File: config.mk
export PLATFORM = sky130hd
export DESIGN_NAME = cpu_control_fsm_flat
export DESIGN_NICKNAME = d
export VERILOG_FILES = /design/src/rtl/cpu_ctrl_pkg.sv /design/src/rtl/cpu_control_fsm_if.sv /design/src/rtl/cpu_ctrl_decode.sv /design/src/rtl/cpu_control_fsm.sv /design/src/flat_wrapper.sv
export SDC_FILE = /design/constraint.sdc
export NUM_CORES = 1
export LEC_CHECK = 0
export ABC_AREA = 1
export CORE_ASPECT_RATIO = 1.1
export CORE_MARGIN = 2
export CORE_UTILIZATION = 45
export CTS_CLUSTER_DIAMETER = 80
export DETAILED_ROUTE_END_ITERATION = 7
export PLACE_DENSITY_LB_ADDON = 0.2
export SLEW_MARGIN = 20
export SYNTH_ARGS = -nofsm -noshare
export SYNTH_HDL_FRONTEND = slang
export SYNTH_SLANG_ARGS = --single-unit
File: constraint.sdc
create_clock -name clk -period 3.08 [get_ports clk]
set_input_delay 0.616 -clock clk [delete_from_list [all_inputs] [get_ports clk]]
set_output_delay 0.616 -clock clk [all_outputs]
set_load 0.005 [all_outputs]
File: src/rtl/cpu_ctrl_pkg.sv
// Shared constants, encodings and state codes for the multicycle CPU control unit.
// Optional mult/div support is selected with CPU_CTRL_MULTDIV_EN.
package cpu_ctrl_pkg;

   localparam int unsigned STACK_INIT      = 227;
   localparam int unsigned EXC_OPCODE_ADDR = 253;
   localparam int unsigned EXC_OVF_ADDR    = 254;

   localparam logic [5:0] OP_RTYPE = 6'h00;
   localparam logic [5:0] OP_J     = 6'h02;
   localparam logic [5:0] OP_JAL   = 6'h03;
   localparam logic [5:0] OP_BEQ   = 6'h04;
   localparam logic [5:0] OP_BNE   = 6'h05;
   localparam logic [5:0] OP_ADDI  = 6'h08;
   localparam logic [5:0] OP_LW    = 6'h23;
   localparam logic [5:0] OP_SW    = 6'h2B;

   localparam logic [5:0] F_SLL  = 6'h00;
   localparam logic [5:0] F_SRL  = 6'h02;
   localparam logic [5:0] F_SRA  = 6'h03;
   localparam logic [5:0] F_JR   = 6'h08;
   localparam logic [5:0] F_MFHI = 6'h10;
   localparam logic [5:0] F_MFLO = 6'h12;
   localparam logic [5:0] F_MULT = 6'h18;
   localparam logic [5:0] F_DIV  = 6'h1A;
   localparam logic [5:0] F_ADD  = 6'h20;
   localparam logic [5:0] F_SUB  = 6'h22;
   localparam logic [5:0] F_AND  = 6'h24;
   localparam logic [5:0] F_SLT  = 6'h2A;

   localparam logic [1:0] ALUB_B    = 2'b00;
   localparam logic [1:0] ALUB_FOUR = 2'b01;
   localparam logic [1:0] ALUB_SEXT = 2'b10;
   localparam logic [1:0] ALUB_SHL2 = 2'b11;

   typedef enum logic [2:0] {
      ALU_LOAD = 3'b000, ALU_ADD = 3'b001, ALU_SUB = 3'b010,
      ALU_AND  = 3'b011, ALU_CMP = 3'b111
   } alu_op_e;

   typedef enum logic [2:0] {
      PCS_ALU = 3'b000, PCS_ALUOUT = 3'b001, PCS_JUMP = 3'b010,
      PCS_BYTE = 3'b011, PCS_EPC = 3'b100
   } pc_src_e;

   typedef enum logic [3:0] {
      M2R_ALUOUT = 4'd0, M2R_MDR = 4'd1, M2R_SHIFT = 4'd3, M2R_HI = 4'd4,
      M2R_LO = 4'd5, M2R_PC = 4'd6, M2R_STACK = 4'd8
   } mem_to_reg_e;

   typedef enum logic [1:0] {
      RD_RT = 2'b00, RD_RD = 2'b01, RD_R29 = 2'b10, RD_R31 = 2'b11
   } reg_dst_e;

   typedef enum logic [2:0] {
      SH_NOP = 3'b000, SH_LOAD = 3'b001, SH_SLL = 3'b010,
      SH_SRL = 3'b011, SH_SRA = 3'b100
   } shift_e;

   typedef enum logic [2:0] {
      IORD_PC = 3'b000, IORD_ALUOUT = 3'b001, IORD_VEC = 3'b010
   } iord_e;

   typedef enum logic [5:0] {
      S_RESET = 6'd0, S_FETCH0 = 6'd1, S_FETCH1 = 6'd2, S_FETCH2 = 6'd3,
      S_DECODE = 6'd4, S_R_ALU = 6'd5, S_R_WB = 6'd6, S_SHIFT0 = 6'd7,
      S_SHIFT1 = 6'd8, S_SHIFT_WB = 6'd9, S_ADDI = 6'd10, S_ADDI_WB = 6'd11,
      S_MEM_ADDR = 6'd12, S_LW_WAIT0 = 6'd13, S_LW_WAIT1 = 6'd14, S_LW_WB = 6'd15,
      S_SW = 6'd16, S_BRANCH = 6'd17, S_J = 6'd18, S_JAL = 6'd19, S_JR = 6'd20,
      S_EXC_OPC = 6'd21, S_EXC_OVF = 6'd22, S_EXC_OPC_RD0 = 6'd23,
      S_EXC_OPC_RD1 = 6'd24, S_EXC_OVF_RD0 = 6'd25, S_EXC_OVF_RD1 = 6'd26,
      S_EXC_PC = 6'd27, S_MD_RUN = 6'd28, S_MD_HILO = 6'd29, S_MFHL_WB = 6'd30
   } state_e;

   typedef enum logic [3:0] {
      IC_RALU, IC_SHIFT, IC_JR, IC_ADDI, IC_LW, IC_SW, IC_BRANCH,
      IC_J, IC_JAL, IC_MULTDIV, IC_MFHILO, IC_INVALID
   } instr_class_e;

   typedef struct packed {
      logic        pc_write;
      logic        pc_write_cond;
      logic        eq_or_ne;
      iord_e       iord;
      logic        mem_write;
      logic        ir_write;
      logic        reg_write;
      logic        rega_load;
      logic        regb_load;
      logic        aluout_load;
      logic        epc_write;
      reg_dst_e    reg_dst;
      mem_to_reg_e mem_to_reg;
      logic        alu_src_a;
      logic [1:0]  alu_src_b;
      alu_op_e     alu_op;
      pc_src_e     pc_src;
      shift_e      shift_type;
      logic [1:0]  shift_qnt;
      logic [1:0]  shift_reg;
   } ctrl_t;

endpackage

File: src/rtl/cpu_control_fsm_if.sv
// Instruction/flag inputs and datapath control outputs of the control unit.
// CPU_CTRL_MULTDIV_EN adds the multiply/divide handshake signals.
interface cpu_control_fsm_if;
   logic [5:0] opcode;
   logic [5:0] funct;
   logic       overflow;
   logic       zero;
   logic       PCWrite, PCWriteCond, EQorNE;
   logic [2:0] IorD;
   logic       MemRead_Write;
   logic       IRWrite, RegWrite, RegALoad, RegBLoad, ALUOutLoad, EPCWrite;
   logic [1:0] RegDst;
   logic [3:0] MemtoReg;
   logic       ALUSrcA;
   logic [1:0] ALUSrcB;
   logic [2:0] ALUOp, PCSrc, ShiftType;
   logic [1:0] ShiftQnt, ShiftReg;
`ifdef CPU_CTRL_MULTDIV_EN
   // md_start is held high until md_done; HiLoWrite pulses once afterwards.
   logic       md_start, md_done, HiLoWrite;
`endif

   modport master (
`ifdef CPU_CTRL_MULTDIV_EN
      input  md_done,
      output md_start, HiLoWrite,
`endif
      input  opcode, funct, overflow, zero,
      output PCWrite, PCWriteCond, EQorNE, IorD, MemRead_Write, IRWrite, RegWrite,
             RegALoad, RegBLoad, ALUOutLoad, EPCWrite, RegDst, MemtoReg, ALUSrcA,
             ALUSrcB, ALUOp, PCSrc, ShiftType, ShiftQnt, ShiftReg
   );

   modport slave (
`ifdef CPU_CTRL_MULTDIV_EN
      output md_done,
      input  md_start, HiLoWrite,
`endif
      output opcode, funct, overflow, zero,
      input  PCWrite, PCWriteCond, EQorNE, IorD, MemRead_Write, IRWrite, RegWrite,
             RegALoad, RegBLoad, ALUOutLoad, EPCWrite, RegDst, MemtoReg, ALUSrcA,
             ALUSrcB, ALUOp, PCSrc, ShiftType, ShiftQnt, ShiftReg
   );
endinterface

File: src/rtl/cpu_ctrl_decode.sv
// Combinational opcode/funct classifier; mult/div classes exist only with
// CPU_CTRL_MULTDIV_EN, otherwise those functs fall to IC_INVALID.
module cpu_ctrl_decode
   import cpu_ctrl_pkg::*;
(
   input  logic [5:0]   opcode_i,
   input  logic [5:0]   funct_i,
   output instr_class_e class_o,
   output logic         invalid_o,
   output alu_op_e      r_alu_op_o,
   output shift_e       shift_op_o,
   output logic         traps_o
);
   always_comb begin
      class_o    = IC_INVALID;
      r_alu_op_o = ALU_ADD;
      shift_op_o = SH_NOP;
      traps_o    = 1'b0;
      case (opcode_i)
         OP_RTYPE: begin
            case (funct_i)
               F_ADD: begin class_o = IC_RALU; traps_o = 1'b1; end
               F_SUB: begin class_o = IC_RALU; r_alu_op_o = ALU_SUB; traps_o = 1'b1; end
               F_AND: begin class_o = IC_RALU; r_alu_op_o = ALU_AND; end
               F_SLT: begin class_o = IC_RALU; r_alu_op_o = ALU_CMP; end
               F_SLL: begin class_o = IC_SHIFT; shift_op_o = SH_SLL; end
               F_SRL: begin class_o = IC_SHIFT; shift_op_o = SH_SRL; end
               F_SRA: begin class_o = IC_SHIFT; shift_op_o = SH_SRA; end
               F_JR:  class_o = IC_JR;
`ifdef CPU_CTRL_MULTDIV_EN
               F_MULT, F_DIV: class_o = IC_MULTDIV;
               F_MFHI, F_MFLO: class_o = IC_MFHILO;
`endif
               default: class_o = IC_INVALID;
            endcase
         end
         OP_ADDI: begin class_o = IC_ADDI; traps_o = 1'b1; end
         OP_LW:   class_o = IC_LW;
         OP_SW:   class_o = IC_SW;
         OP_BEQ, OP_BNE: class_o = IC_BRANCH;
         OP_J:    class_o = IC_J;
         OP_JAL:  class_o = IC_JAL;
         default: class_o = IC_INVALID;
      endcase
   end

   assign invalid_o = (class_o == IC_INVALID);
endmodule

File: src/rtl/cpu_control_fsm.sv
// Multicycle main control FSM: one state per clock, Moore outputs forced to zero
// while rst is low. CPU_CTRL_MULTDIV_EN enables the mult/div/mfhi/mflo flow.
module cpu_control_fsm
   import cpu_ctrl_pkg::*;
(
   input  logic              clk,
   input  logic              rst,
   cpu_control_fsm_if.master bus,
   output logic [5:0]        state_o
);
   state_e       state_q, state_d;
   ctrl_t        ctrl_c, ctrl_o;
   instr_class_e iclass;
   logic         invalid, traps, ovf_trap;
   alu_op_e      r_alu_op;
   shift_e       shift_op;
   logic         unused_zero;
`ifdef CPU_CTRL_MULTDIV_EN
   logic         md_start_c, hilo_write_c;
`endif

   cpu_ctrl_decode u_decode (
      .opcode_i   (bus.opcode),
      .funct_i    (bus.funct),
      .class_o    (iclass),
      .invalid_o  (invalid),
      .r_alu_op_o (r_alu_op),
      .shift_op_o (shift_op),
      .traps_o    (traps)
   );

   // zero feeds pc_sel directly; the FSM only selects EQorNE.
   assign unused_zero = bus.zero;
   assign ovf_trap    = traps & bus.overflow;

   always_ff @(posedge clk or negedge rst) begin
      if (!rst) state_q <= S_RESET;
      else      state_q <= state_d;
   end

   always_comb begin
      state_d = state_q;
      ctrl_c  = '0;
`ifdef CPU_CTRL_MULTDIV_EN
      md_start_c   = 1'b0;
      hilo_write_c = 1'b0;
`endif
      case (state_q)
         S_RESET: begin
            ctrl_c.reg_write = 1'b1; ctrl_c.reg_dst = RD_R29; ctrl_c.mem_to_reg = M2R_STACK;
            state_d = S_FETCH0;
         end
         S_FETCH0: begin
            ctrl_c.alu_src_b = ALUB_FOUR; ctrl_c.alu_op = ALU_ADD; ctrl_c.pc_write = 1'b1;
            state_d = S_FETCH1;
         end
         S_FETCH1: state_d = S_FETCH2;
         S_FETCH2: begin ctrl_c.ir_write = 1'b1; state_d = S_DECODE; end
         S_DECODE: begin
            ctrl_c.rega_load = 1'b1; ctrl_c.regb_load = 1'b1; ctrl_c.aluout_load = 1'b1;
            ctrl_c.alu_src_b = ALUB_SHL2; ctrl_c.alu_op = ALU_ADD;
            if (invalid) state_d = S_EXC_OPC;
            else begin
               case (iclass)
                  IC_RALU:       state_d = S_R_ALU;
                  IC_SHIFT:      state_d = S_SHIFT0;
                  IC_JR:         state_d = S_JR;
                  IC_ADDI:       state_d = S_ADDI;
                  IC_LW, IC_SW:  state_d = S_MEM_ADDR;
                  IC_BRANCH:     state_d = S_BRANCH;
                  IC_J:          state_d = S_J;
                  IC_JAL:        state_d = S_JAL;
`ifdef CPU_CTRL_MULTDIV_EN
                  IC_MULTDIV:    state_d = S_MD_RUN;
                  IC_MFHILO:     state_d = S_MFHL_WB;
`endif
                  default:       state_d = S_EXC_OPC;
               endcase
            end
         end
         // An overflowing add/sub/addi diverts to the trap before any writeback.
         S_R_ALU: begin
            ctrl_c.alu_src_a = 1'b1; ctrl_c.alu_src_b = ALUB_B; ctrl_c.alu_op = r_alu_op;
            ctrl_c.aluout_load = !ovf_trap;
            state_d = ovf_trap ? S_EXC_OVF : S_R_WB;
         end
         S_R_WB: begin
            ctrl_c.reg_write = 1'b1; ctrl_c.reg_dst = RD_RD; ctrl_c.mem_to_reg = M2R_ALUOUT;
            state_d = S_FETCH0;
         end
         S_SHIFT0: begin ctrl_c.shift_type = SH_LOAD; state_d = S_SHIFT1; end
         S_SHIFT1: begin ctrl_c.shift_type = shift_op; state_d = S_SHIFT_WB; end
         S_SHIFT_WB: begin
            ctrl_c.reg_write = 1'b1; ctrl_c.reg_dst = RD_RD; ctrl_c.mem_to_reg = M2R_SHIFT;
            state_d = S_FETCH0;
         end
         S_ADDI: begin
            ctrl_c.alu_src_a = 1'b1; ctrl_c.alu_src_b = ALUB_SEXT; ctrl_c.alu_op = ALU_ADD;
            ctrl_c.aluout_load = !ovf_trap;
            state_d = ovf_trap ? S_EXC_OVF : S_ADDI_WB;
         end
         S_ADDI_WB: begin
            ctrl_c.reg_write = 1'b1; ctrl_c.reg_dst = RD_RT; ctrl_c.mem_to_reg = M2R_ALUOUT;
            state_d = S_FETCH0;
         end
         S_MEM_ADDR: begin
            ctrl_c.alu_src_a = 1'b1; ctrl_c.alu_src_b = ALUB_SEXT; ctrl_c.alu_op = ALU_ADD;
            ctrl_c.aluout_load = 1'b1;
            state_d = (iclass == IC_SW) ? S_SW : S_LW_WAIT0;
         end
         S_LW_WAIT0: begin ctrl_c.iord = IORD_ALUOUT; state_d = S_LW_WAIT1; end
         S_LW_WAIT1: begin ctrl_c.iord = IORD_ALUOUT; state_d = S_LW_WB; end
         S_LW_WB: begin
            ctrl_c.reg_write = 1'b1; ctrl_c.reg_dst = RD_RT; ctrl_c.mem_to_reg = M2R_MDR;
            state_d = S_FETCH0;
         end
         S_SW: begin
            ctrl_c.iord = IORD_ALUOUT; ctrl_c.mem_write = 1'b1;
            state_d = S_FETCH0;
         end
         S_BRANCH: begin
            ctrl_c.alu_src_a = 1'b1; ctrl_c.alu_src_b = ALUB_B; ctrl_c.alu_op = ALU_CMP;
            ctrl_c.pc_src = PCS_ALUOUT; ctrl_c.pc_write_cond = 1'b1;
            ctrl_c.eq_or_ne = (bus.opcode == OP_BNE);
            state_d = S_FETCH0;
         end
         S_JAL: begin
            ctrl_c.reg_write = 1'b1; ctrl_c.reg_dst = RD_R31; ctrl_c.mem_to_reg = M2R_PC;
            state_d = S_J;
         end
         S_J: begin ctrl_c.pc_src = PCS_JUMP; ctrl_c.pc_write = 1'b1; state_d = S_FETCH0; end
         S_JR: begin
            ctrl_c.alu_src_a = 1'b1; ctrl_c.alu_op = ALU_LOAD; ctrl_c.pc_src = PCS_ALU;
            ctrl_c.pc_write = 1'b1;
            state_d = S_FETCH0;
         end
         // Each cause has its own read states so the vector byte address is state-selected.
         S_EXC_OPC, S_EXC_OVF: begin
            ctrl_c.epc_write = 1'b1; ctrl_c.alu_src_b = ALUB_FOUR; ctrl_c.alu_op = ALU_SUB;
            state_d = (state_q == S_EXC_OPC) ? S_EXC_OPC_RD0 : S_EXC_OVF_RD0;
         end
         S_EXC_OPC_RD0: begin ctrl_c.iord = IORD_VEC; state_d = S_EXC_OPC_RD1; end
         S_EXC_OPC_RD1: begin ctrl_c.iord = IORD_VEC; state_d = S_EXC_PC; end
         S_EXC_OVF_RD0: begin ctrl_c.iord = IORD_VEC; state_d = S_EXC_OVF_RD1; end
         S_EXC_OVF_RD1: begin ctrl_c.iord = IORD_VEC; state_d = S_EXC_PC; end
         S_EXC_PC: begin ctrl_c.pc_src = PCS_BYTE; ctrl_c.pc_write = 1'b1; state_d = S_FETCH0; end
`ifdef CPU_CTRL_MULTDIV_EN
         S_MD_RUN: begin
            md_start_c = 1'b1;
            if (bus.md_done) state_d = S_MD_HILO;
         end
         S_MD_HILO: begin hilo_write_c = 1'b1; state_d = S_FETCH0; end
         S_MFHL_WB: begin
            ctrl_c.reg_write = 1'b1; ctrl_c.reg_dst = RD_RD;
            ctrl_c.mem_to_reg = (bus.funct == F_MFHI) ? M2R_HI : M2R_LO;
            state_d = S_FETCH0;
         end
`endif
         default: state_d = S_FETCH0;
      endcase
   end

   assign ctrl_o = rst ? ctrl_c : '0;

   assign bus.PCWrite       = ctrl_o.pc_write;
   assign bus.PCWriteCond   = ctrl_o.pc_write_cond;
   assign bus.EQorNE        = ctrl_o.eq_or_ne;
   assign bus.IorD          = ctrl_o.iord;
   assign bus.MemRead_Write = ctrl_o.mem_write;
   assign bus.IRWrite       = ctrl_o.ir_write;
   assign bus.RegWrite      = ctrl_o.reg_write;
   assign bus.RegALoad      = ctrl_o.rega_load;
   assign bus.RegBLoad      = ctrl_o.regb_load;
   assign bus.ALUOutLoad    = ctrl_o.aluout_load;
   assign bus.EPCWrite      = ctrl_o.epc_write;
   assign bus.RegDst        = ctrl_o.reg_dst;
   assign bus.MemtoReg      = ctrl_o.mem_to_reg;
   assign bus.ALUSrcA       = ctrl_o.alu_src_a;
   assign bus.ALUSrcB       = ctrl_o.alu_src_b;
   assign bus.ALUOp         = ctrl_o.alu_op;
   assign bus.PCSrc         = ctrl_o.pc_src;
   assign bus.ShiftType     = ctrl_o.shift_type;
   assign bus.ShiftQnt      = ctrl_o.shift_qnt;
   assign bus.ShiftReg      = ctrl_o.shift_reg;
`ifdef CPU_CTRL_MULTDIV_EN
   assign bus.md_start      = rst & md_start_c;
   assign bus.HiLoWrite     = rst & hilo_write_c;
`endif
   assign state_o = state_q;
endmodule
File: src/flat_wrapper.sv
// flat-port wrapper written by rule: the top's interface ports become plain ports
module cpu_control_fsm_flat import cpu_ctrl_pkg::*;
  (clk, rst, state_o, bus_opcode, bus_funct, bus_overflow, bus_zero, bus_PCWrite, bus_PCWriteCond, bus_EQorNE, bus_IorD, bus_MemRead_Write, bus_IRWrite, bus_RegWrite, bus_RegALoad, bus_RegBLoad, bus_ALUOutLoad, bus_EPCWrite, bus_RegDst, bus_MemtoReg, bus_ALUSrcA, bus_ALUSrcB, bus_ALUOp, bus_PCSrc, bus_ShiftType, bus_ShiftQnt, bus_ShiftReg);
  cpu_control_fsm_if bus_i ();
  input  logic clk;
  input  logic rst;
  output logic [5:0] state_o;
  input wire logic [$bits(bus_i.opcode)-1:0] bus_opcode;
  input wire logic [$bits(bus_i.funct)-1:0] bus_funct;
  input wire logic [$bits(bus_i.overflow)-1:0] bus_overflow;
  input wire logic [$bits(bus_i.zero)-1:0] bus_zero;
  output wire logic [$bits(bus_i.PCWrite)-1:0] bus_PCWrite;
  output wire logic [$bits(bus_i.PCWriteCond)-1:0] bus_PCWriteCond;
  output wire logic [$bits(bus_i.EQorNE)-1:0] bus_EQorNE;
  output wire logic [$bits(bus_i.IorD)-1:0] bus_IorD;
  output wire logic [$bits(bus_i.MemRead_Write)-1:0] bus_MemRead_Write;
  output wire logic [$bits(bus_i.IRWrite)-1:0] bus_IRWrite;
  output wire logic [$bits(bus_i.RegWrite)-1:0] bus_RegWrite;
  output wire logic [$bits(bus_i.RegALoad)-1:0] bus_RegALoad;
  output wire logic [$bits(bus_i.RegBLoad)-1:0] bus_RegBLoad;
  output wire logic [$bits(bus_i.ALUOutLoad)-1:0] bus_ALUOutLoad;
  output wire logic [$bits(bus_i.EPCWrite)-1:0] bus_EPCWrite;
  output wire logic [$bits(bus_i.RegDst)-1:0] bus_RegDst;
  output wire logic [$bits(bus_i.MemtoReg)-1:0] bus_MemtoReg;
  output wire logic [$bits(bus_i.ALUSrcA)-1:0] bus_ALUSrcA;
  output wire logic [$bits(bus_i.ALUSrcB)-1:0] bus_ALUSrcB;
  output wire logic [$bits(bus_i.ALUOp)-1:0] bus_ALUOp;
  output wire logic [$bits(bus_i.PCSrc)-1:0] bus_PCSrc;
  output wire logic [$bits(bus_i.ShiftType)-1:0] bus_ShiftType;
  output wire logic [$bits(bus_i.ShiftQnt)-1:0] bus_ShiftQnt;
  output wire logic [$bits(bus_i.ShiftReg)-1:0] bus_ShiftReg;
  assign bus_i.opcode = bus_opcode;
  assign bus_i.funct = bus_funct;
  assign bus_i.overflow = bus_overflow;
  assign bus_i.zero = bus_zero;
  assign bus_PCWrite = bus_i.PCWrite;
  assign bus_PCWriteCond = bus_i.PCWriteCond;
  assign bus_EQorNE = bus_i.EQorNE;
  assign bus_IorD = bus_i.IorD;
  assign bus_MemRead_Write = bus_i.MemRead_Write;
  assign bus_IRWrite = bus_i.IRWrite;
  assign bus_RegWrite = bus_i.RegWrite;
  assign bus_RegALoad = bus_i.RegALoad;
  assign bus_RegBLoad = bus_i.RegBLoad;
  assign bus_ALUOutLoad = bus_i.ALUOutLoad;
  assign bus_EPCWrite = bus_i.EPCWrite;
  assign bus_RegDst = bus_i.RegDst;
  assign bus_MemtoReg = bus_i.MemtoReg;
  assign bus_ALUSrcA = bus_i.ALUSrcA;
  assign bus_ALUSrcB = bus_i.ALUSrcB;
  assign bus_ALUOp = bus_i.ALUOp;
  assign bus_PCSrc = bus_i.PCSrc;
  assign bus_ShiftType = bus_i.ShiftType;
  assign bus_ShiftQnt = bus_i.ShiftQnt;
  assign bus_ShiftReg = bus_i.ShiftReg;
  cpu_control_fsm u_core (.clk(clk), .rst(rst), .bus(bus_i), .state_o(state_o));
endmodule
==> impl_metrics.py, run 1 <==
metrics = {
    "setup_path": {
        "crit_buf_inv": 2,
        "worstSetupPathType": "in -> out",
        "cp-start-kind": "input port",
        "path_max_fanout": 4,
        "crit_family": "buffers and inverters",
        "cpPeakStageDelay_ns": 0.57,
        "endpoint_kind": "primary output",
        "cp_cell_sequence": "clkdlybuf4s50_1 > nor2_4 > nand3_1 > o21ai_1 > nand2_1 > nand2_1 > a21oi_1 > clkdlybuf4s50_1",
        "arrival_ns": 2.36,
        "crit_slowest_cell": "clkdlybuf4s50_1",
        "required_ns": 2.46,
    },
    "synth": {
        "syn_area_um2": 1277,
        "yosysUniqueCellTypes": 29,
        "synth_warnings": 0,
        "synthCells": 240,
        "synth_area_leaders": "nor2_1 (14%), nand2_1 (13%), dfrtp_1 (9.8%)",
        "yosysTopAreaCellShare_pct": 14.40,
        "syn-mean-instance-area_um2": 5.323,
        "yosysSeqAreaShare_pct": 9.794,
        "ys_seq_elements": 5,
        "yosysTopAreaCell": "nor2_1",
    },
    "floorplan": {
        "core-area_um2": 2728,
        "io_pins": 57,
        "die_area_um2": 3281,
        "fp.dieW_um": 54.80,
        "rows": 20,
        "initial_utilization_pct": 46.83,
        "fp.dieH_um": 59.88,
    },
    "power_and_ir_drop": {
        "p_int_uw": 475.5,
        "p_switching_uw": 502.3,
        "pwr_density_cell_nw_per_um2": 532.7,
        "power_switching_share_pct": 51.37,
        "p_leak_uw": 0.0008437,
        "clkPwrFrac_pct": 7.6,
        "sequentialPowerShare_pct": 15.5,
        "ir_drop_mv": 0.3133,
        "pwr-share-comb_pct": 76.9,
    },
    "placed_design": {
        "place_congestion": 0.9733,
        "placed_cells": 319,
        "dp_hpwl_um": 3049,
        "place_area_um2": 1769,
        "numPortBuffers": 48,
    },
    "clock_network": {
        "clk_latency_ns": 0.24,
        "cts_made_buffers": 3,
        "cts_num_sinks": 5,
        "ctsRootBufferMaster": "clkbuf_4",
        "cts_buffer_depth": 2,
        "cts_hold_buffers": 0,
        "htreeDepth": 1,
        "cts_tree": "built",
        "path_clk_slew_ns": 0.05,
    },
    "timing": {
        "worst_slew_pin_slew_ns": 0.6391,
        "finalCritPeriodShare_pct": 96.70,
        "final.setup_skew_ns": 0.006251,
        "rsz0062_at_grt": "false",
        "fmax_ghz": 0.3358,
        "holdWs_ns": 0.6823,
        "maxSlewViolCount": 0,
        "min_period_ns": 2.978,
        "relSlewSlack_pct": 57.34,
        "setup_viol": 0,
        "setup-tns-final_ns": 0,
        "timing_hold_violations_final": 0,
    },
    "route": {
        "route.detailed.drc": 0,
        "dr.pass1.iters": 5,
        "via_count": 1646,
        "postRouteAntennaNets": 0,
        "drtIter0Drc": 42,
        "routed_wl_um": 3689,
        "wl_per_cell_um": 11.42,
        "avgViaCountPerCell": 5.096,
    },
    "cells_and_area": {
        "final_area_um2": 1836,
        "nFillCells": 262,
        "nets": 307,
        "antennaDiodeCount": 0,
        "syn_to_final_growth_pct": 43.68,
        "final_cells": 323,
        "mostFrequentLayoutCells": "nor2_1 (47), nand2_1 (45), clkdlybuf4s50_1 (45)",
        "drive_above_1_share_pct": 16.55,
        "largest_register_ffs": 5,
        "final_common_cell": "nor2_1",
    },
    "global_routing": {
        "grt_pass1_vias": 1506,
        "met2_usage_pct": 44.90,
        "grt_max_degree": 24,
        "gr-max-usage-layer": "met2",
        "met1_usage_pct": 28.81,
        "grt_usage_pct": 23.86,
        "antenna_found_initial": 0,
        "overflow": 0,
        "grt_first_pass_wirelength_um": 5989,
        "grt_use_met3_pct": 2.500,
    },
    "outcome": {
        "status": "complete, no violations",
    },
    "hold_path": {
        "hold_class": "in -> async",
    },
    "flow_run": {
        "maxCapViolations": 0,
    },
}
## synth_stat cells
master	number
a21oi_1	13
a31oi_1	3
a41oi_1	1
and3_1	1
buf_4	8
clkbuf_1	2
clkinv_2	1
conb_1	1
dfrtp_1	5
inv_1	26
inv_2	12
nand2_1	45
nand2_2	5
nand3_1	19
nand3_2	5
nand3b_1	2
nand4_1	2
nor2_1	49
nor2_2	8
nor2_4	7
nor3_1	9
nor3b_2	1
nor4_1	1
o211ai_1	2
o21ai_0	6
o21ai_1	2
o21ai_2	1
o22ai_1	2
o311ai_0	1
## power groups by stage
stage	clock, µW	combinational, µW	sequential (µW)
final	74.1	752	152
after global placement	0	734	150
after CTS	76.6	742	149
after floorplan	0	458	143
after global routing	80.9	837	155
after detailed placement	0	739	150
## cells by family (layout without fill, tap and decap cells)
| family | count (synthesis) | in the layout | share of synthesized area [%] |
|---|---|---|---|
| other | 1 | 7 | 0.2935 |
| AND/OR/NAND/NOR | 154 | 154 | 59.16 |
| buffers and inverters | 49 | 93 | 16.85 |
| AO/OA/AOI/OAI | 31 | 31 | 13.91 |
| flip-flops | 5 | 5 | 9.794 |
## cell type report
| type | instances | area [µm²] | share of cell area (%) |
|---|---|---|---|
| inverter | 39 | 147.6 | 8.044 |
| timing repair buffer | 50 | 503.0 | 27.40 |
| sequential | 5 | 125.1 | 6.817 |
| tap | 33 | 41.29 | 2.249 |
| multi-input combinational | 192 | 992.2 | 54.06 |
| clock buffer | 4 | 26.28 | 1.431 |
## what timing repair did
item,CTS,global route
resized for setup,0,10
buffers inserted,0,0
endpoints found under the setup margin,0,6
## per-stage QoR
step | util (%) | power [µW] | setup WS, ns
6_report | 67.29 | 977.8 | 0.1016
5_1_grt | 67.29 | 1073 | 0.0004834
4_1_cts | 65.83 | 967.4 | 0.06066
3_5_place_dp | 64.86 | 888.7 | 0.06675
3_3_place_gp | 64.86 | 883.8 | 0.09368
2_1_floorplan | - | 601.0 | 1.130
## metal layers
metal | vias to the layer above | wire length, µm
met5 | - | 0
met4 | 0 | 6
met3 | 2 | 139
met2 | 47 | 2012
met1 | 739 | 1531
li1 | 858 | -
## worst paths after layout
| check | from | to | slack (ns) | depth (start not counted) |
|---|---|---|---|---|
| max | bus_opcode[0] | bus_ALUOutLoad | 0.10 | 8 |
| min | rst | u_core.state_o[1]$_DFF_PN0_ | 0.68 | 2 |
| max reg2reg | u_core.state_o[0]$_DFF_PN0_ | u_core.state_o[0]$_DFF_PN0_ | 1.35 | 8 |
| min reg2reg | u_core.state_o[3]$_DFF_PN0_ | u_core.state_o[2]$_DFF_PN0_ | 0.91 | 5 |
| max in group asynchronous | rst | u_core.state_o[0]$_DFF_PN0_ | 2.27 | 2 |
| min in group clk | u_core.state_o[3]$_DFF_PN0_ | u_core.state_o[2]$_DFF_PN0_ | 0.91 | 5 |
No activity file was read; power rests on OpenSTA's default activity.
==> run 2: changes to the inputs <==
--- a/config.mk
+++ b/config.mk
@@ -8,7 +8,7 @@
 export ABC_AREA = 1
 export CORE_ASPECT_RATIO = 1.1
 export CORE_MARGIN = 2
-export CORE_UTILIZATION = 45
+export CORE_UTILIZATION = 38
 export CTS_CLUSTER_DIAMETER = 80
 export DETAILED_ROUTE_END_ITERATION = 7
 export PLACE_DENSITY_LB_ADDON = 0.2
==> constraint.sdc (replaced) <==
create_clock -name clk -period 2.6 [get_ports clk]
set_input_delay 0.52 -clock clk [delete_from_list [all_inputs] [get_ports clk]]
set_output_delay 0.52 -clock clk [all_outputs]
set_load 0.005 [all_outputs]
==> run 2 against run 1 <==
Compared with the run above:
- sequential share of layout area is 0.84 points lower
- cell count increased by 10%
- sequential cell count is the same
- critical path type is now reg -> out
==> impl_metrics.py, run 2 (synthesis gave the netlist of run 1 again) <==
metrics = {
    "outcome": {
        "status": "complete, no violations",
    },
    "timing": {
        "setup_viol": 0,
        "timing_hold_violations_final": 0,
        "maxSlewViolCount": 0,
        "finalCritPeriodShare_pct": 96.96,
        "rsz0062_at_grt": "true",
        "final.setup_skew_ns": 0.006943,
        "fmax_ghz": 0.3967,
        "min_period_ns": 2.521,
    },
    "setup_path": {
        "arrival_ns": 2.00,
        "endpoint_kind": "primary output",
        "reg2reg_from": "u_core.state_o[1]$_DFF_PN0_",
        "worstSetupPathType": "reg -> out",
        "ff2ff_setup_slack_ns": 0.81,
        "reg2reg_to": "u_core.state_o[0]$_DFF_PN0_",
        "path_max_fanout": 6,
        "cp-start-kind": "flip-flop",
        "rr_worst_depth": 9,
        "required_ns": 2.08,
    },
    "route": {
        "postRouteAntennaNets": 0,
        "wl_per_cell_um": 11.69,
        "avgViaCountPerCell": 5.081,
        "route.detailed.drc": 0,
        "via_count": 1809,
        "dr.pass1.iters": 4,
        "routed_wl_um": 4160,
        "drtIter0Drc": 86,
    },
    "cells_and_area": {
        "nets": 337,
        "syn_to_final_growth_pct": 68.76,
        "fin_util_pct": 65.81,
        "largest_register_ffs": 5,
        "mostFrequentLayoutCells": "nand2_1 (43), nor2_1 (41), buf_4 (30)",
        "final_common_cell": "nand2_1",
        "final_area_um2": 2156,
        "drive_above_1_share_pct": 28.75,
        "antennaDiodeCount": 0,
    },
    "power_and_ir_drop": {
        "p_leak_uw": 0.001145,
        "ir_drop_mv": 0.2233,
        "pwr_density_cell_nw_per_um2": 616.8,
    },
    "placed_design": {
        "place_congestion": 0.9204,
        "dp_hpwl_um": 3358,
        "numPortBuffers": 48,
        "place_area_um2": 1973,
    },
    "floorplan": {
        "rows": 22,
        "fp.dieW_um": 59.28,
        "die_area_um2": 3842,
        "io_pins": 57,
        "initial_utilization_pct": 39.00,
        "fp.dieH_um": 64.81,
        "core-area_um2": 3276,
    },
    "clock_network": {
        "clk_latency_ns": 0.24,
        "cts_buffer_depth": 2,
        "htreeDepth": 1,
        "cts_made_buffers": 3,
        "ctsRootBufferMaster": "clkbuf_4",
        "cts_num_sinks": 5,
        "path_clk_slew_ns": 0.05,
        "cts_hold_buffers": 0,
        "cts_tree": "built",
    },
    "hold_path": {
        "hold_class": "in -> async",
    },
    "global_routing": {
        "grt_max_degree": 16,
        "grt_usage_pct": 22.08,
        "grt_pass1_vias": 1671,
        "antenna_found_initial": 0,
        "overflow": 0,
        "grt_first_pass_wirelength_um": 6865,
    },
    "flow_run": {
        "maxCapViolations": 0,
    },
}
## run 2: cell count changes in the layout (fill, tap and decap cells not counted), sizes merged
cell / change
buf: +30
clkdlybuf4s50: -16
dlymetal6s2s: +9
dlygate4sd2: +7
clkinvlp: +1
inv: -1
## run 2: how the worst max path moves through the flow
stage	end	cells after the start	start	slack, ns
final	bus_ALUSrcB[0]	7	u_core.state_o[0]$_DFF_PN0_	0.08
after global routing	bus_ALUSrcB[0]	6	u_core.state_o[3]$_DFF_PN0_	-0.03
after CTS	bus_ALUSrcB[0]	5	rst	0.0008
after detailed placement	bus_ShiftType[2]	7	bus_opcode[3]	-0.15
after global placement	bus_ShiftType[2]	7	bus_opcode[5]	-0.12
after floorplan	bus_RegWrite	7	u_core.state_o[3]$_DFF_PN0_	0.75
## run 2: area by class of cell
type / instances / area, µm²
multi-input combinational: 192 / 1033
timing repair buffer: 80 / 767.0
fill: 320 / 1120
sequential: 5 / 128.9
clock buffer: 4 / 26.28
inverter: 39 / 155.1
tap: 36 / 45.04
## run 2: report_power, final
group | switching, µW | internal [µW] | total [µW] | leakage, µW
combinational | 582 | 484 | 1070 | 0.00107
clock | 33.0 | 58.1 | 91.1 | 0.0000150
sequential | 55.5 | 117 | 173 | 0.0000601
## run 2: per-layer routing
layer | track usage [%] | vias to the layer above | share of wire [%]
li1 | - | 915 | -
met1 | 26.94 | 811 | 40
met2 | 39.56 | 74 | 53
met3 | 3.194 | 9 | 5.4
met4 | 5.398 | 0 | 2.0
met5 | 0 | - | 0
## run 2: through the flow
stage	hold slack, ns	power [µW]	std cells	setup WS [ns]	TNS [ns]
2_1_floorplan	0.2244	711.9	246	0.7463	0
4_1_cts	0.6921	1219	351	0.0007971	0
3_5_place_dp	0.8515	1123	347	-0.1540	-0.6799
3_3_place_gp	0.8376	1120	347	-0.1168	-0.6366
6_report	0.4040	1330	356	0.07905	0
5_1_grt	0.3933	1464	356	-0.03047	-0.06192
## run 2: worst max-delay path: stages (launching register included)
cell             delay, ns
dfrtp_2               0.45
buf_12                0.15
nor2_4                0.11
nand2_4               0.10
nor2_4                0.13
inv_1                 0.10
a31oi_1               0.20
clkdlybuf4s50_1       0.53
## run 2: repair_timing
action | CTS | global route
buffers inserted | 0 | 5
setup endpoints to repair | 15 | 17
resized for setup | 13 | 31
pin swaps | 1 | 5
==> run 3: changes to the inputs <==
==> constraint.sdc (replaced) <==
create_clock -name clk -period 2.21 [get_ports clk]
set_input_delay 0.442 -clock clk [delete_from_list [all_inputs] [get_ports clk]]
set_output_delay 0.442 -clock clk [all_outputs]
set_load 0.005 [all_outputs]
==> run 3 against run 2 <==
Compared with the run above:
- sequential power is 7% higher
- register-to-register slack got worse by 0.42 ns
- final area increased by 16%
- routed wire length rose by 31%
- via count is 15% higher
- count of clock-buffer cells in the layout decreased by 1
- cell count is 13% higher
- largest power group unchanged
- setup slack worse by 0.067 ns
- utilization increased by 11 points
- first-iteration DRC count rose by 51%
==> impl_metrics.py, run 3 (synthesis gave the netlist of run 1 again) <==
metrics = {
    "clock_network": {
        "htreeDepth": 1,
        "clk_latency_ns": 0.26,
        "cts_made_buffers": 3,
        "cts_hold_buffers": 0,
        "ctsRootBufferMaster": "clkbuf_4",
        "path_clk_slew_ns": 0.05,
        "cts_tree": "built",
        "cts_buffer_depth": 2,
        "cts_num_sinks": 5,
    },
    "floorplan": {
        "fp.dieW_um": 59.28,
        "initial_utilization_pct": 39.00,
        "die_area_um2": 3842,
        "fp.dieH_um": 64.81,
        "rows": 22,
        "io_pins": 57,
        "core-area_um2": 3276,
    },
    "placed_design": {
        "place_congestion": 0.9593,
        "dp_hpwl_um": 3818,
        "numPortBuffers": 48,
        "place_area_um2": 2201,
    },
    "cells_and_area": {
        "largest_register_ffs": 5,
        "final_area_um2": 2511,
        "antennaDiodeCount": 0,
        "drive_above_1_share_pct": 46.30,
        "mostFrequentLayoutCells": "buf_4 (70), nand2_1 (42), nor2_1 (34)",
        "multi_input_area_um2": 1145,
        "final_common_cell": "buf_4",
        "nFillCells": 257,
        "syn_to_final_growth_pct": 96.57,
        "seqCellArea_um2": 127.6,
        "nets": 382,
    },
    "timing": {
        "setup_viol": 0,
        "setup-tns-final_ns": 0,
        "maxSlewViolCount": 0,
        "timing_hold_violations_final": 0,
        "rsz0062_at_grt": "true",
        "final.setup_skew_ns": 0.004071,
        "min_period_ns": 2.198,
        "finalCritPeriodShare_pct": 99.45,
        "fmax_ghz": 0.4550,
    },
    "global_routing": {
        "grt_first_pass_wirelength_um": 8349,
        "grt_max_degree": 16,
        "grt_pass1_vias": 1857,
        "antenna_found_initial": 0,
        "grt_usage_pct": 28.06,
        "overflow": 0,
    },
    "power_and_ir_drop": {
        "ir_drop_mv": 0.3157,
        "pwr_density_cell_nw_per_um2": 823.4,
        "finalPower_uw": 2068,
        "p_leak_uw": 0.001349,
    },
    "setup_path": {
        "required_ns": 1.77,
        "path_max_fanout": 4,
        "cp-start-kind": "flip-flop",
        "crit_slowest_cell": "dfrtp_2",
        "arrival_ns": 1.76,
        "worstSetupPathType": "reg -> out",
        "cpPeakStageDelay_ns": 0.42,
        "endpoint_kind": "primary output",
        "cp_cell_sequence": "inv_2 > nor2_4 > inv_2 > nor2_4 > nand2_2 > buf_6 > buf_6 > a41oi_2 > buf_2",
    },
    "route": {
        "routed_wl_um": 5444,
        "postRouteAntennaNets": 0,
        "route.detailed.drc": 0,
        "dr.pass1.iters": 5,
        "via_count": 2089,
        "drtIter0Drc": 130,
        "avgViaCountPerCell": 5.209,
        "wl_per_cell_um": 13.58,
    },
    "flow_run": {
        "maxCapViolations": 0,
    },
    "outcome": {
        "status": "complete, no violations",
    },
    "hold_path": {
        "hold_class": "in -> async",
    },
}
-- run 3: per-stage QoR --
stage	setup slack (ns)	hold WS (ns)	utilization, %	instances
finish	0.01205	0.6469	76.66	401
global route	-0.05534	0.6459	76.66	401
CTS	-0.1168	0.6633	74.75	397
detailed placement	-0.3706	0.8982	67.19	379
global placement	-0.3390	0.8722	67.19	379
floorplan	0.4343	0.1464	-	246
-- run 3: worst paths after layout --
kind	from	slack, ns	end	cells after the start
worst max-delay path	u_core.state_o[0]$_DFF_PN0_	0.01	bus_ALUSrcA	9
worst min-delay path	rst	0.65	u_core.state_o[1]$_DFF_PN0_	3
worst max register to register	u_core.state_o[1]$_DFF_PN0_	0.39	u_core.state_o[0]$_DFF_PN0_	11
worst min register to register	u_core.state_o[1]$_DFF_PN0_	0.90	u_core.state_o[1]$_DFF_PN0_	4
max in group asynchronous	rst	1.43	u_core.state_o[0]$_DFF_PN0_	3
min in group clk	u_core.state_o[1]$_DFF_PN0_	0.90	u_core.state_o[1]$_DFF_PN0_	4
-- run 3: metal layers --
metal	track usage, %	vias to the layer above	wire length, µm	part of all wire, %
li1	-	1014	-	-
met1	30.51	941	1980	36
met2	53.57	111	2952	54
met3	4.192	23	295	5.4
met4	8.523	0	215	3.9
met5	0	-	0	0
-- run 3: area by class of cell --
type                       count  area share (%)
clock buffer                   3          0.8969
clock inverter                 1          0.1993
inverter                      39           6.328
multi-input combinational    192           45.59
sequential                     5           5.082
tap                           36           1.794
timing repair buffer         125           40.11
-- run 3: worst max-delay path, delay by kind of cell, from the launching register on --
kind            cells  cell delay, ns
compound gates      1            0.18
buf+inv             5            0.54
flops               1            0.42
simple gates        3            0.36
-- run 3: where the power goes --
| group | total [µW] | switching, µW | internal [µW] |
|---|---|---|---|
| clock network | 116 | 49.5 | 66.1 |
| registers | 185 | 47.9 | 137 |
| logic | 1770 | 934 | 833 |
| total | 2070 | 1030 | 1040 |
-- run 3: timing repair --
action,in CTS,in global routing
endpoints found under the setup margin,28,17
gates resized for setup,105,31
pin swaps,16,12
hold endpoints to repair,0,0
buffers inserted,14,4
